==> config.mk <==
export PLATFORM = sky130hd
export DESIGN_NAME = pipelined_mul_add
export DESIGN_NICKNAME = d
export VERILOG_FILES = /design/src/rtl/pipelined_mul_add.sv
export SDC_FILE = /design/constraint.sdc
export NUM_CORES = 1
export LEC_CHECK = 0
export CAP_MARGIN = 20
export CORE_MARGIN = 5
export CORE_UTILIZATION = 50
export CTS_BUF_LIST = sky130_fd_sc_hd__clkbuf_4
export CTS_CLUSTER_DIAMETER = 100
export CTS_CLUSTER_SIZE = 40
export DETAILED_ROUTE_END_ITERATION = 6
export MAX_ROUTING_LAYER = met4
export PLACE_DENSITY_LB_ADDON = 0.15
export SLEW_MARGIN = 0
export SYNTH_ARGS = -nofsm -noshare
export SYNTH_HDL_FRONTEND = slang
export SYNTH_SLANG_ARGS = --single-unit
==> constraint.sdc <==
create_clock -name clk -period 13.19 [get_ports clk]
set_clock_uncertainty 0.15 [all_clocks]
set_input_delay 1.9785 -clock clk [delete_from_list [all_inputs] [get_ports clk]]
set_output_delay 1.9785 -clock clk [all_outputs]
set_load 0.01 [all_outputs]
==> src/rtl/pipelined_mul_add.sv <==
// pipelined_mul_add: valid-tagged p = a*b + addend pipeline.
// The addend is either the external c (mode=0) or an internal accumulator (mode=1, MAC).
// Stage 1 does the full-precision multiply-add. Stages 2..STAGES only delay {valid, ovf, result}.
// Optional feature macro: MUL_ADD_SATURATE_EN. When it is defined, an overflowing result
// clamps to all-ones. When it is undefined (default), the result wraps modulo 2**WIDTH.
// Constraints: WIDTH >= 2, STAGES >= 1.
module pipelined_mul_add #(
    parameter int WIDTH  = 16,
    parameter int STAGES = 3
) (
    input  logic             clk,
    input  logic             rst_n,
    input  logic             ce,
    input  logic             in_valid,
    input  logic             mode,
    input  logic             acc_clr,
    input  logic [WIDTH-1:0] a,
    input  logic [WIDTH-1:0] b,
    input  logic [WIDTH-1:0] c,
    output logic             out_valid,
    output logic [WIDTH-1:0] p,
    output logic             ovf
);

    localparam int PW = 2 * WIDTH;

    logic [PW-1:0]    prod;
    logic [WIDTH-1:0] addend;
    logic [PW:0]      sum;
    logic             ovf1;
    logic [WIDTH-1:0] r1;

    logic [WIDTH-1:0] acc_d, acc_q;

    // Index k holds the register that feeds stage k+1. Index STAGES drives the outputs.
    logic [STAGES:1]            vld_d, vld_q;
    logic [STAGES:1]            ovf_d, ovf_q;
    logic [STAGES:1][WIDTH-1:0] r_d, r_q;

    // Stage-1 arithmetic: full-width product plus addend, with no intermediate truncation.
    always_comb begin
        prod = PW'(a) * PW'(b);
        if (!mode) begin
            addend = c;
        end else if (acc_clr) begin
            addend = '0;                  // clear-and-accumulate starts from zero
        end else begin
            addend = acc_q;
        end
        sum  = (PW + 1)'(prod) + (PW + 1)'(addend);
        ovf1 = |sum[PW:WIDTH];
`ifdef MUL_ADD_SATURATE_EN
        r1 = ovf1 ? '1 : sum[WIDTH-1:0];
`else
        r1 = sum[WIDTH-1:0];
`endif
    end

    // Accumulator next state: an accumulating beat wins over a bare clear.
    // mode=0 beats never touch the accumulator.
    always_comb begin
        acc_d = acc_q;
        if (in_valid && mode) begin
            acc_d = r1;
        end else if (acc_clr) begin
            acc_d = '0;
        end
    end

    // Pipeline next state: stage 1 takes fresh results; later stages shift.
    // The result register loads even on bubbles, so p is qualified only by out_valid.
    always_comb begin
        vld_d[1] = in_valid;
        ovf_d[1] = ovf1;
        r_d[1]   = r1;
        for (int k = 2; k <= STAGES; k++) begin
            vld_d[k] = vld_q[k-1];
            ovf_d[k] = ovf_q[k-1];
            r_d[k]   = r_q[k-1];
        end
    end

    // All state advances only on enabled edges. Reset discards in-flight work.
    always_ff @(posedge clk or negedge rst_n) begin
        if (!rst_n) begin
            vld_q <= '0;
            ovf_q <= '0;
            r_q   <= '0;
            acc_q <= '0;
        end else if (ce) begin
            vld_q <= vld_d;
            ovf_q <= ovf_d;
            r_q   <= r_d;
            acc_q <= acc_d;
        end
    end

    assign out_valid = vld_q[STAGES];
    assign p         = r_q[STAGES];
    assign ovf       = ovf_q[STAGES];

endmodule

==> out/qor.yml <==
clocking:
  htree_levels: 3
  cts_tree: "built"
  cts_buffers: 9
  post_cts_buffers: 0
  cts.root.buffer_cell: "clkbuf_4"
  path_clk_slew_ns: 0.11
  cts_max_path_buffers: 2
  clock_latency_ns: 0.40
  cts_sinks: 70
  cts_hold_buf: 0
  cts_resized: 0
logic_synthesis:
  ys_seq_elements: 70
  synth_top_family_by_area: "adder cells"
  synth_area_per_cell_um2: 9.47
  yosys_warnings: 0
  synth-main-ff-cell: "dfrtp_1"
  synthXorXnorAreaFrac_pct: 1.17
  synth_fa_ha_area_share_pct: 46.8
  synth_compound_gate_area_share_pct: 7.96
  synth_mux_area_share_pct: 4.97
  synth.distinct_cells: 54
  seq_area_frac_synth_pct: 14.7
  async_flop_share_pct: 100
  syn_nets: 1638
  synth_edf_count: 0
  synth_cells: 1263
  yosys.area_share.simple_pct: 15.0
  synthesis.area_mm2: 0.0120
worst_setup_path:
  crit_path_end_kind: "flop"
  arrival_ns: 8.82
  cp-start-kind: "input pin"
  cp_data_required_time_ns: 13.31
  critPathMaxFanout: 16
  path_class: "in2reg"
timing:
  setup_viol: 0
  rsz0062_at_grt: "false"
  fin_crit_sh_pct: 66.0
  finalCriticalPeriod_ns: 8.70
  worst_hold_slack_ns: 0.355
  max-slew-margin-rel_pct: 34.2
  maxSlewViolCount: 0
  tns_ns: 0
  tightest_slew_ns: 0.985
  max_freq_mhz: 115
  final-hold-violation-count: 0
detailed_routing:
  ant_nets: 0
  drc: 0
  routed_via_density: 5.22
  post_drt_wl_per_cell_um: 16.6
  vias: 8447
  dr.pass1.iters: 5
  drt_iter0_markers: 472
  wl_um: 26900
placed_design:
  dp.final_hpwl_um: 22300
  io_buffers: 71
  gp_congestion: 0.916
die:
  die_h_um: 165
  fp.dieW_um: 165
  core-area_mm2: 0.0235
  rows: 56
  start_util_pct: 50.8
  io_pins: 72
  dieArea_mm2: 0.0271
global_routing:
  grt_start_max_net_pins: 71
  overflow: 0
  grt_pass1_vias: 8823
  grt_use_total_pct: 21.8
  grt_antenna_before_repair: 1
  grt_pass1_wl_um: 45900
run:
  drv_cap: 0
finish:
  layout.cells.most_common_list: "inv_1 (244), fa_1 (211), nand2_1 (162), and2_1 (125), ha_1 (110)"
  mostFrequentLayoutCell: "inv_1"
  fin_nets: 1667
  synthToLayoutAreaGrowth_pct: 9.18
  drive_gt1_share_pct: 5.94
hold_path:
  hp-class: "reg2reg"
outcome:
  outcome: "complete, no violations"
## critical path, stage by stage
cell,delay (ns)
clkdlybuf4s50_1,0.97
nand2_1,0.17
fa_1,0.65
fa_1,0.46
fa_1,0.58
fa_1,0.44
fa_1,0.47
fa_1,0.50
inv_1,0.04
ha_1,0.46
a31oi_1,0.16
a31oi_1,0.29
nor3b_1,0.23
a221o_1,0.28
a31o_4,0.23
o31ai_1,0.08
a2111oi_0,0.45
and4b_1,0.25
a41oi_1,0.10
## worst paths after layout
path	startpoint	endpoint	slack (ns)	depth (start not counted)
setup / recovery	a[8]	ovf_q[1]$_DFFE_PN0P_	4.49	19
hold / removal	acc_q[10]$_DFFE_PN0P_	acc_q[10]$_DFFE_PN0P_	0.35	2
setup reg to reg	acc_q[15]$_DFFE_PN0P_	ovf_q[1]$_DFFE_PN0P_	7.51	18
hold reg to reg	acc_q[10]$_DFFE_PN0P_	acc_q[10]$_DFFE_PN0P_	0.35	2
max in group asynchronous	rst_n	r_d[29]$_DFFE_PN0P_	10.81	1
min in group asynchronous	rst_n	p[6]$_DFFE_PN0P_	1.52	1
## final cells by class
type	count	area, µm²
clock inverters	5	106
clock buffers	11	82.6
multi-input cells	894	9080
fillers	2177	10500
inverters	244	916
flip-flops and latches	70	1750
repair buffers	73	718
diodes	1	2.50
well taps	319	399
## flip-flops by register name (all words and copies together) (netlist names)
name,cells
acc_q,16
p,16
r_d,32
ovf_q,3
vld_q,3
## through the flow
stage               std cells  util [%]  cell area [µm²]  worst slack (ns)
floorplan                1263         -            12000              5.34
global placement         1599      54.6            12900              4.17
global route             1617      55.4            13100              4.11
CTS                      1615      55.4            13000              4.53
finish                   1617      55.4            13100              4.49
detailed placement       1599      54.6            12900              4.10
## metal layers
layer	global-route usage [%]	up-vias	wire, µm
met2	31.4	181	11600
li1	-	3988	-
met4	4.08	0	345
met5	-	-	0
met1	34.1	4253	14000
met3	1.70	25	936
## cell usage after synthesis, drive strengths merged (3+ instances only)
cell	instances	share of area, %
inv	244	7.7
fa	211	35
nand2	162	5.1
and2	125	6.5
ha	110	12
dfrtp	70	15
mux2	51	4.8
a21oi	48	2.0
clkbuf	48	1.5
o21ai	29	1.2
nor2	18	0.57
nor2b	16	0.84
a22o	14	1.0
xnor2	13	0.95
a21o	11	0.69
nand3	8	0.33
nand4	8	0.42
nor3	8	0.33
buf	7	0.26
o21a	7	0.44
a31oi	6	0.44
o211ai	5	0.31
a211oi	4	0.33
and3	4	0.21
nand2b	3	0.16
o31ai	3	0.19
xor2	3	0.22
## logic make-up after synthesis
logic type,after synthesis
and+or+nand+nor,360
adders and majority gates,321
buffers and inverters,299
AOI/OAI and AO/OA,144
DFF,70
muxes,53
xor gates and xnor gates,16
Power is not shown: default switching activity piles up to over one toggle a cycle in this logic, so the estimate is an artifact.
